**src/rtl/truth_table_sequencer.sv**
```systemverilog
// rtl/truth_table_sequencer.sv - sweeps every input code onto a unit and captures its truth table
// Optional stability check of each held code: `define STABILITY_CHECK_EN
module truth_table_sequencer #(
    parameter int N_IN  = 3,
    parameter int DWELL = 25
) (
    input  logic                 clk,
    input  logic                 rst,
    input  logic                 start,
    input  logic                 abort,
    output logic [N_IN-1:0]      a_out,
    input  logic                 m_in,
    output logic                 busy,
    output logic                 done,
    output logic                 table_valid,
    output logic [2**N_IN-1:0]   table_out,
    output logic                 unstable
);

    localparam int              DEPTH     = 2**N_IN;
    localparam logic [15:0]     CNT_LAST  = 16'(DWELL - 1);
    localparam logic [N_IN-1:0] CODE_LAST = '1;

    typedef enum logic [1:0] {
        S_IDLE = 2'd0,
        S_RUN  = 2'd1,
        S_FIN  = 2'd2
    } state_t;

    state_t             state, state_n;
    logic [15:0]        cnt, cnt_n;
    logic [N_IN-1:0]    a_n;
    logic               busy_n;
    logic               done_n;
    logic               valid_n;
    logic [DEPTH-1:0]   table_n;

`ifdef STABILITY_CHECK_EN
    // With a single-cycle hold the first and last samples coincide, so nothing can be flagged.
    localparam bit CHECK_OK = (DWELL >= 2);

    logic first_q, first_n;
    logic unst_q, unst_n;

    assign unstable = unst_q;
`else
    assign unstable = 1'b0;
`endif

    always_ff @(posedge clk) begin
        if (rst) begin
            state       <= S_IDLE;
            cnt         <= '0;
            a_out       <= '0;
            busy        <= 1'b0;
            done        <= 1'b0;
            table_valid <= 1'b0;
            table_out   <= '0;
`ifdef STABILITY_CHECK_EN
            first_q     <= 1'b0;
            unst_q      <= 1'b0;
`endif
        end else begin
            state       <= state_n;
            cnt         <= cnt_n;
            a_out       <= a_n;
            busy        <= busy_n;
            done        <= done_n;
            table_valid <= valid_n;
            table_out   <= table_n;
`ifdef STABILITY_CHECK_EN
            first_q     <= first_n;
            unst_q      <= unst_n;
`endif
        end
    end

    always_comb begin
        state_n = state;
        cnt_n   = cnt;
        a_n     = a_out;
        busy_n  = busy;
        done_n  = 1'b0;
        valid_n = table_valid;
        table_n = table_out;
`ifdef STABILITY_CHECK_EN
        first_n = first_q;
        unst_n  = unst_q;
`endif

        case (state)
            S_IDLE: begin
                // Old table stays visible until overwritten bit by bit.
                if (start) begin
                    state_n = S_RUN;
                    busy_n  = 1'b1;
                    a_n     = '0;
                    cnt_n   = '0;
                    valid_n = 1'b0;
`ifdef STABILITY_CHECK_EN
                    unst_n  = 1'b0;
`endif
                end
            end

            S_RUN: begin
                if (abort) begin
                    state_n = S_IDLE;
                    busy_n  = 1'b0;
                    a_n     = '0;
                    cnt_n   = '0;
                end else begin
`ifdef STABILITY_CHECK_EN
                    if (cnt == 16'd0) begin
                        first_n = m_in;
                    end
                    if (CHECK_OK && (cnt == CNT_LAST) && (m_in != first_q)) begin
                        unst_n = 1'b1;
                    end
`endif
                    if (cnt == CNT_LAST) begin
                        table_n[a_out] = m_in;
                        cnt_n          = '0;
                        if (a_out != CODE_LAST) begin
                            a_n = a_out + 1'b1;
                        end else begin
                            state_n = S_FIN;
                            busy_n  = 1'b0;
                            done_n  = 1'b1;
                            valid_n = 1'b1;
                            a_n     = '0;
                        end
                    end else begin
                        cnt_n = cnt + 16'd1;
                    end
                end
            end

            S_FIN: begin
                state_n = S_IDLE;
            end

            default: begin
                state_n = S_IDLE;
            end
        endcase
    end

endmodule

```
**config.mk**
```make
export PLATFORM = sky130hd
export DESIGN_NAME = truth_table_sequencer
export DESIGN_NICKNAME = d
export VERILOG_FILES = /design/src/rtl/truth_table_sequencer.sv
export SDC_FILE = /design/constraint.sdc
export NUM_CORES = 1
export LEC_CHECK = 0
export CAP_MARGIN = 10
export CORE_ASPECT_RATIO = 1.25
export CORE_MARGIN = 2
export CORE_UTILIZATION = 32
export CTS_BUF_LIST = sky130_fd_sc_hd__clkbuf_8
export CTS_CLUSTER_SIZE = 40
export DETAILED_ROUTE_END_ITERATION = 7
export PLACE_DENSITY = 0.49
export SLEW_MARGIN = 5
export SYNTH_ARGS = -nofsm -noshare
export SYNTH_HDL_FRONTEND = slang
export SYNTH_SLANG_ARGS = --single-unit
```
**constraint.sdc**
```tcl
create_clock -name clk -period 3 [get_ports clk]
set_input_delay 0.75 -clock clk [delete_from_list [all_inputs] [get_ports clk]]
set_output_delay 0.75 -clock clk [all_outputs]
set_load 0.05 [all_outputs]
```
==> results of run 1 <==
[final cells by class]
| type | instances | area (µm²) | share of cell area (%) |
|---|---|---|---|
| Clock buffer | 6 | 82.6 | 4.33 |
| Multi-Input combinational cell | 136 | 861 | 45.1 |
| Clock inverter | 2 | 10.0 | 0.524 |
| Inverter | 8 | 30.0 | 1.57 |
| Tap cell | 60 | 75.1 | 3.93 |
| Timing Repair Buffer | 22 | 210 | 11.0 |
| Sequential cell | 32 | 641 | 33.6 |
[cell usage in the layout (no fill, tap or decap), drive strengths merged, types with 2 or more instances in the layout]
cell,netlist,final
and3,2,2
inv,8,8
nor4,4,4
a21oi,16,16
nor3,6,6
ha,4,4
o31ai,2,2
or3,13,13
nand4,6,6
or3b,2,2
nor2,12,12
nor3b,2,2
o41ai,3,3
xnor2,7,7
xor2,2,2
nand2b,5,5
nand3,10,10
nand2,7,7
clkinv,0,2
or4,8,8
clkdlybuf4s50,0,18
o21ai,13,13
dfxtp,32,32
buf,4,4
clkbuf,4,6
a21o,2,2
[registers in the layout, indices dropped and copies added (netlist names)]
signal,flops
busy,1
a_out,3
state,2
cnt,16
table_valid,1
done,1
table_out,8
[synth_stat cells, drive strengths merged, types with 2 or more instances]
cell	instances	share of area, %
clkbuf	4	0.95
nor3b	2	0.95
or4	8	4.5
nand3	10	3.2
nand4	6	2.4
buf	4	1.8
nand2	7	1.7
or3b	2	1.1
o41ai	3	1.7
xor2	2	1.1
o21ai	13	4.1
nand2b	5	2.0
nor3	6	1.9
a21oi	16	5.1
nor2	12	2.9
xnor2	7	3.9
or3	13	5.2
dfxtp	32	41
ha	4	3.2
inv	8	1.9
nor4	4	2.0
and3	2	0.79
o31ai	2	0.95
a21o	2	0.95
[cells by family after synthesis]
logic type | after synthesis | synth area share (%)
other | 1 | 0.238
flip-flops | 32 | 40.7
multiplexers | 1 | 0.635
AND/OR/NAND/NOR | 80 | 30.3
buffers and inverters | 16 | 4.69
adder cells (fa/ha/maj) | 4 | 3.18
XOR/XNOR | 9 | 5.00
AO/OA/AOI/OAI | 41 | 15.3
[per-layer routing]
metal	GRT usage, %	vias to the layer above
li1	-	717
met1	14.7	662
met2	27.3	21
met3	3.52	6
met4	6.12	0
met5	0	-
[power groups by stage]
stage / registers [mW] / logic (mW) / clock network (mW)
after floorplan: 0.447 / 0.0366 / 0
after global placement: 0.443 / 0.0610 / 0
after detailed placement: 0.443 / 0.0618 / 0
after CTS: 0.434 / 0.0619 / 0.351
after global routing: 0.434 / 0.0666 / 0.372
final: 0.434 / 0.0613 / 0.337
[critical path, stage by stage]
cell	delay, ns
clkdlybuf4s50_1	0.45
or3b_2	0.51
or4_4	0.51
o41ai_1	0.38
a21oi_1	0.11
[worst paths after layout]
check	endpoint	slack, ns	depth (start not counted)
worst min register to register	table_out[1]$_SDFFE_PP0P_	0.47	2
worst max register to register	a_out[0]$_SDFFE_PP0P_	0.75	8
worst min-delay path	table_out[1]$_SDFFE_PP0P_	0.47	2
worst max-delay path	table_out[2]$_SDFFE_PP0P_	0.45	5
[metrics by stage]
stage / instances / area (µm²) / worst slack (ns) / util, % / hold slack [ns]
global route: 266 / 1910 / 0.367 / 40.4 / 0.490
detailed placement: 258 / 1820 / 0.148 / 38.4 / 0.463
global placement: 258 / 1820 / 0.216 / 38.4 / 0.456
finish: 266 / 1910 / 0.454 / 40.4 / 0.468
floorplan: 184 / 1580 / 0.683 / - / 0.454
CTS: 266 / 1910 / 0.458 / 40.4 / 0.474
==> impl_metrics.ini, run 1 <==
[power]
p_leak_nw = 0.606
p_seq_share_pct = 52.2
p_int_mw = 0.634
total_power_mw = 0.832
p_sw_mw = 0.198
power_frac_clock_pct = 40.5
pwr-share-comb_pct = 7.4
power.share.switching_pct = 23.8
ir_drop_mv = 0.189
p_per_area_mw_per_mm2 = 436

[layout]
area_growth_pct = 21.2
nFillCells = 495
antenna_cells = 0
final_nets = 214
final_layout_size_suffix_gt1_share_pct = 9.22

[clock_tree]
postCtsHoldBufs = 0
cts_made_buffers = 5
path_clk_slew_ns = 0.07
cts_setup_buffers = 0
cts-resized-gates = 0
clock-sinks = 32
clock_path_buffers = 2
cts_root_buffer = clkbuf_8
clock_latency_ns = 0.28
htree_levels = 2
cts_tree = built

[placed_design]
hpwl_mm = 2.71
gp_congestion = 0.802
portBuffers = 18

[worst_setup_path]
crit_type = in2reg
critPathCaptureType = flip-flop
setup.worst_path.start = abort
reg2reg_from = cnt[0]$_SDFFE_PP0P_
required_ns = 3.16
cp_data_arrival_time_ns = 2.71
crit_path_start_kind = input pin
worstPathMaxFanout = 13

[global_route]
grt_overflow = 0
antenna_found_initial = 0
first_global_vias = 1390
track_usage_pct = 14.3
grt_max_degree = 20
grt_pass1_wl_mm = 5.99

[floorplanning]
ioPinCount = 20
core_area_mm2 = 0.00473
core.rowCount = 28
chipWidth_um = 66.8
die-area_mm2 = 0.00550
die_y_um = 82.4
initial_core_util_pct = 33.3

[synth]
syn-num-nets = 193
yosys_warnings = 0
synth_cell_types = 38
ys_seq_area_share_pct = 40.7
async_flop_share_pct = 0
synth_edf_count = 0
syn_area_per_cell_um2 = 8.56
netlist_instances = 184
synth-seq-cells = 32
synth_area_mm2 = 0.00158
synth_flop_cell = dfxtp_1

[sta]
slew_headroom_pct = 66.0
worstMarginPinSlew_ns = 0.505
fmax_ghz = 0.393
grt_setup_unrepaired = no
tns_ns = 0
setup_viol = 0
slew_viol_final = 0
final.min_clock_period_ns = 2.55
hold_viol = 0
clock_skew_ns = 0.00841
post-route-period-util_pct = 84.9

[worst_hold_path]
min-delay-start = table_out[1]$_SDFFE_PP0P_
hp-class = reg2reg

[drt]
routed_wl_mm = 3.54
wl_met2_mm = 1.85
top_layer = met4
wl_met1_mm = 1.53
wire_per_inst_um = 13.3
dr_wl_met3_um = 110
dr.pass1.iters = 4
via_per_inst = 5.29
dr_total_vias = 1406
post-route-drc-count = 0
drtAntennaViolNets = 0
drt_iter0_markers = 39

[run_status]
status = complete, no violations

[flow_run]
max-cap-violations = 0
Power figures use the tool's default switching activity.
==> inputs of run 2 (changes only) <==
==> constraint.sdc (replaced) <==
create_clock -name clk -period 2.4 [get_ports clk]
set_input_delay 0.6 -clock clk [delete_from_list [all_inputs] [get_ports clk]]
set_output_delay 0.6 -clock clk [all_outputs]
set_load 0.05 [all_outputs]
==> run 2 against run 1 <==
Effect of this change:
- clock-buffer cell count grew 1
- sequential power is 25% higher
- sequential share of layout area is 0.86 points lower
- largest cell class unchanged
- highest routed layer unchanged
==> impl_metrics.ini, run 2 (synthesized netlist as in run 1, its figures left out) <==
[run_status]
status = complete, no violations

[power]
p_leak_nw = 0.635
total_power_mw = 1.07
ir_drop_mv = 0.282
p_per_area_mw_per_mm2 = 545

[worst_setup_path]
worstPathMaxFanout = 13
reg2reg_from = cnt[0]$_SDFFE_PP0P_
rr_endpoint = table_out[0]$_SDFFE_PP0P_
setup.worst_path.start = abort
r2r_cells = 7
critPathCaptureType = flip-flop
required_ns = 2.61
r2r_slack_ns = 0.25
endpoint = table_out[4]$_SDFFE_PP0P_
cp_data_arrival_time_ns = 2.50
crit_path_start_kind = input pin
crit_type = in2reg

[sta]
fmax_ghz = 0.438
grt_setup_unrepaired = no
worstMarginPinSlew_ns = 0.497
worst_slack_ns = 0.117
slew_headroom_pct = 66.8
setup_viol = 0
hold_viol = 0
post-route-period-util_pct = 95.1
final.min_clock_period_ns = 2.28
clock_skew_ns = 0.00577
slew_viol_final = 0
hold_ws_ns = 0.469

[flow_run]
max-cap-violations = 0

[layout]
final_cell_mix = dfxtp_1 (32), clkdlybuf4s50_1 (18), a21oi_1 (16)
multiInputGateArea_um2 = 862
layout_commonest_cell = dfxtp_1
top_regs = cnt: 16 flops, table_out: 8 flops, a_out: 3 flops
largest_reg_flops = 16
seqCellArea_um2 = 641
area_growth_pct = 24.4
finalNonFillerCells = 271
final_layout_size_suffix_gt1_share_pct = 11.8
antenna_cells = 0
regMostFlops = cnt
final_nets = 220
nFillCells = 501

[drt]
routed_wl_mm = 3.60
dr.pass1.iters = 4
post-route-drc-count = 0
via_per_inst = 5.29
wire_per_inst_um = 13.3
drtAntennaViolNets = 0
dr_total_vias = 1433
drt_iter0_markers = 64

[floorplanning]
core.rowCount = 28
die-area_mm2 = 0.00550
chipWidth_um = 66.8
ioPinCount = 20
core_area_mm2 = 0.00473
die_y_um = 82.4
initial_core_util_pct = 33.3

[placed_design]
place_ws_ns = -0.218
hpwl_mm = 2.76
portBuffers = 18
dp_cells = 264
gp_congestion = 0.838

[clock_tree]
cts_root_buffer = clkbuf_8
clock_latency_ns = 0.28
cts_tree = built
htree_levels = 2
clock_path_buffers = 2
cts_setup_buffers = 0
path_clk_slew_ns = 0.07
cts_made_buffers = 5
clock-sinks = 32

[worst_hold_path]
hp-class = reg2reg

[global_route]
grt_overflow = 0
antenna_found_initial = 0
grt_max_degree = 20
track_usage_pct = 14.8
grt_pass1_wl_mm = 6.22
first_global_vias = 1430
==> run 2: stage by stage <==
stage                     cell area (µm²)  util, %  TNS, ns
final                                1960     41.4        0
after global routing                 1960     41.4        0
after CTS                            1960     41.4        0
after detailed placement             1860     39.4    -1.46
after global placement               1860     39.4    -1.16
after floorplan                      1580        -        0
==> run 2: critical path: stages <==
cell             delay [ns]
clkdlybuf4s50_1        0.41
or3b_2                 0.47
or4_4                  0.51
or3_1                  0.37
a21oi_1                0.14
==> run 2: worst min-delay path by stage <==
stage | from | endpoint | cells past startpoint
2_1_floorplan | cnt[15]$_SDFFE_PP0P_ | cnt[15]$_SDFFE_PP0P_ | 2
3_3_place_gp | table_out[3]$_SDFFE_PP0P_ | table_out[3]$_SDFFE_PP0P_ | 2
3_5_place_dp | table_out[3]$_SDFFE_PP0P_ | table_out[3]$_SDFFE_PP0P_ | 2
4_1_cts | table_out[3]$_SDFFE_PP0P_ | table_out[3]$_SDFFE_PP0P_ | 2
5_1_grt | table_out[2]$_SDFFE_PP0P_ | table_out[2]$_SDFFE_PP0P_ | 2
6_report | table_out[2]$_SDFFE_PP0P_ | table_out[2]$_SDFFE_PP0P_ | 2
==> run 2: power by group <==
part | internal, mW | leakage [nW] | switching (mW)
registers | 0.536 | 0.258 | 0.00606
clock network | 0.255 | 0.0503 | 0.188
logic | 0.0335 | 0.327 | 0.0494
==> run 2: cell type report <==
| class | instances | area share, % |
|---|---|---|
| multi-input combinational | 136 | 44.0 |
| sequential | 32 | 32.7 |
| timing repair buffer | 28 | 13.0 |
| clock buffer | 7 | 4.92 |
| tap | 60 | 3.83 |
| inverter | 8 | 1.53 |
==> run 2: routing by layer <==
metal / up-vias / GRT usage, % / wire (µm)
met5: - / 0 / 0
li1: 729 / - / -
met3: 6 / 4.20 / 124
met4: 0 / 6.73 / 63
met1: 674 / 14.9 / 1480
met2: 24 / 27.8 / 1930
==> run 2: timing repair <==
item | in CTS | in global routing
hold buffers | 0 | 0
resized for setup | 0 | 1
setup endpoints to repair | 0 | 18
==> inputs of run 3 (changes only) <==
--- a/config.mk
+++ b/config.mk
@@ -13,6 +13,7 @@
 export CTS_CLUSTER_SIZE = 40
 export DETAILED_ROUTE_END_ITERATION = 7
 export PLACE_DENSITY = 0.49
+export RECOVER_POWER = 100
 export SLEW_MARGIN = 5
 export SYNTH_ARGS = -nofsm -noshare
 export SYNTH_HDL_FRONTEND = slang
==> run 3 against run 2 <==
Effect of this change:
- power down 0.20%
- fmax down 0.36%
- flip-flop and latch count unchanged
- cell count did not move
- clock-buffer cell count did not move
- register-to-register slack about the same
- via count decreased by 0.21%
- sequential share of layout area increased by 0.17 points
- clock skew is 0.00052 ns lower
- highest routed layer unchanged
==> impl_metrics.ini, run 3 (synthesized netlist as in run 1, its figures left out) <==
[power]
p_per_area_mw_per_mm2 = 547
p_int_mw = 0.824
power.share.switching_pct = 22.7
pwr-share-comb_pct = 7.7
p_sw_mw = 0.242
ir_drop_mv = 0.282
power_frac_clock_pct = 41.5
p_seq_share_pct = 50.8
p_leak_nw = 0.675

[sta]
grt_setup_unrepaired = no
slew_headroom_pct = 66.3
final.min_clock_period_ns = 2.29
tns_ns = 0
setup_viol = 0
slew_viol_final = 0
clock_skew_ns = 0.00525
post-route-period-util_pct = 95.5
hold_viol = 0
worstMarginPinSlew_ns = 0.503
hold_ws_ns = 0.468
fmax_ghz = 0.436

[drt]
wire_per_inst_um = 13.3
drt_iter0_markers = 69
drtAntennaViolNets = 0
dr_total_vias = 1430
post-route-drc-count = 0
dr.pass1.iters = 4
routed_wl_mm = 3.60
via_per_inst = 5.28

[layout]
final_nets = 220
area_growth_pct = 23.7
final_cell_mix = dfxtp_1 (32), a21oi_1 (16), o21ai_0 (13), or3_1 (13), dlygate4sd3_1 (13)
finalNonFillerCells = 271
regMostFlops = cnt
final_layout_size_suffix_gt1_share_pct = 10.9
nFillCells = 505
layout_commonest_cell = dfxtp_1
largest_reg_flops = 16
top_regs = cnt: 16 flops, table_out: 8 flops, a_out: 3 flops
antenna_cells = 0
utilization_pct = 41.2

[worst_setup_path]
required_ns = 1.80
critPathCaptureType = primary output
reg2reg_from = cnt[0]$_SDFFE_PP0P_
critPathSlowestCell = dlygate4sd3_1
crit_family = buffers and inverters
crit_path_start_kind = flip-flop
slowest_delay_ns = 0.92
cp_cell_sequence = dlygate4sd3_1
r2r_cells = 7
rr_endpoint = table_out[0]$_SDFFE_PP0P_
crit_type = reg2out
r2r_slack_ns = 0.25
worstPathMaxFanout = 8
cp_data_arrival_time_ns = 1.69
path_buf_inv = 1

[worst_hold_path]
whs_endpoint = table_out[3]$_SDFFE_PP0P_
hp-class = reg2reg
min-delay-start = table_out[3]$_SDFFE_PP0P_
whs_path_depth = 2

[global_route]
antenna_found_initial = 0
track_usage_pct = 14.8
grt_max_degree = 20
grt_pass1_wl_mm = 6.22
first_global_vias = 1430
grt_overflow = 0

[placed_design]
gp_congestion = 0.838
portBuffers = 18
dp_cells = 264
hpwl_mm = 2.76

[clock_tree]
cts_tree = built
clock_path_buffers = 2
clock-sinks = 32
cts_made_buffers = 5
clock_latency_ns = 0.28
postCtsHoldBufs = 0
htree_levels = 2
path_clk_slew_ns = 0.06
cts_root_buffer = clkbuf_8

[floorplanning]
die-area_mm2 = 0.00550
ioPinCount = 20
chipWidth_um = 66.8
core_area_mm2 = 0.00473
core.rowCount = 28
initial_core_util_pct = 33.3
die_y_um = 82.4

[flow_run]
max-cap-violations = 0

[run_status]
status = complete, no violations
run 3: changes by cell type in the layout (fill, tap and decap cells not counted):
cell	previous run	this run
nor4_2	1	0
dlygate4sd3_1	0	13
clkdlybuf4s50_1	18	5
nor4_1	3	4
buf_4	10	9
clkbuf_1	0	1
run 3: metrics by stage:
step	setup WS (ns)	total power [mW]	instance area (µm²)
floorplan	0.199	0.604	1580
global placement	-0.164	0.636	1860
detailed placement	-0.218	0.638	1860
CTS	0.0448	1.08	1960
global route	0.0305	1.12	1950
finish	0.109	1.07	1950
run 3: how the worst max path moves through the flow:
stage	to	startpoint	cells after the start
floorplan	cnt[0]$_SDFFE_PP0P_	cnt[0]$_SDFFE_PP0P_	8
global placement	table_out[7]$_SDFFE_PP0P_	abort	5
detailed placement	table_out[2]$_SDFFE_PP0P_	abort	5
CTS	a_out[0]$_SDFFE_PP0P_	cnt[0]$_SDFFE_PP0P_	6
global route	table_out[2]$_SDFFE_PP0P_	abort	5
finish	a_out[0]	a_out[0]$_SDFFE_PP0P_	1
run 3: what timing repair did:
item / in CTS / in global routing
resized for setup: 0 / 1
buffers inserted: 0 / 0
setup endpoints to repair: 0 / 18
run 3: layer usage:
| layer | GRT usage [%] | up-vias | wire length (µm) |
|---|---|---|---|
| met5 | 0 | - | 0 |
| met4 | 6.73 | 0 | 63 |
| met3 | 4.20 | 6 | 126 |
| met2 | 27.8 | 22 | 1920 |
| met1 | 14.9 | 672 | 1500 |
| li1 | - | 730 | - |
run 3: power by group through the flow:
stage,Sequential (mW),Combinational (mW),Clock [mW]
4_1_cts,0.542,0.0835,0.456
3_3_place_gp,0.554,0.0821,0
5_1_grt,0.542,0.0906,0.485
3_5_place_dp,0.554,0.0839,0
2_1_floorplan,0.559,0.0457,0
6_report,0.542,0.0820,0.442
run 3: area by class of cell:
type                            instances  area, µm²  area share, %
Clock buffer                            7       96.3           4.94
Timing Repair Buffer                   28        251           12.9
Tap cell                               60       75.1           3.85
Sequential cell                        32        641           32.9
Multi-Input combinational cell        136        856           43.9
Inverter                                8       30.0           1.54
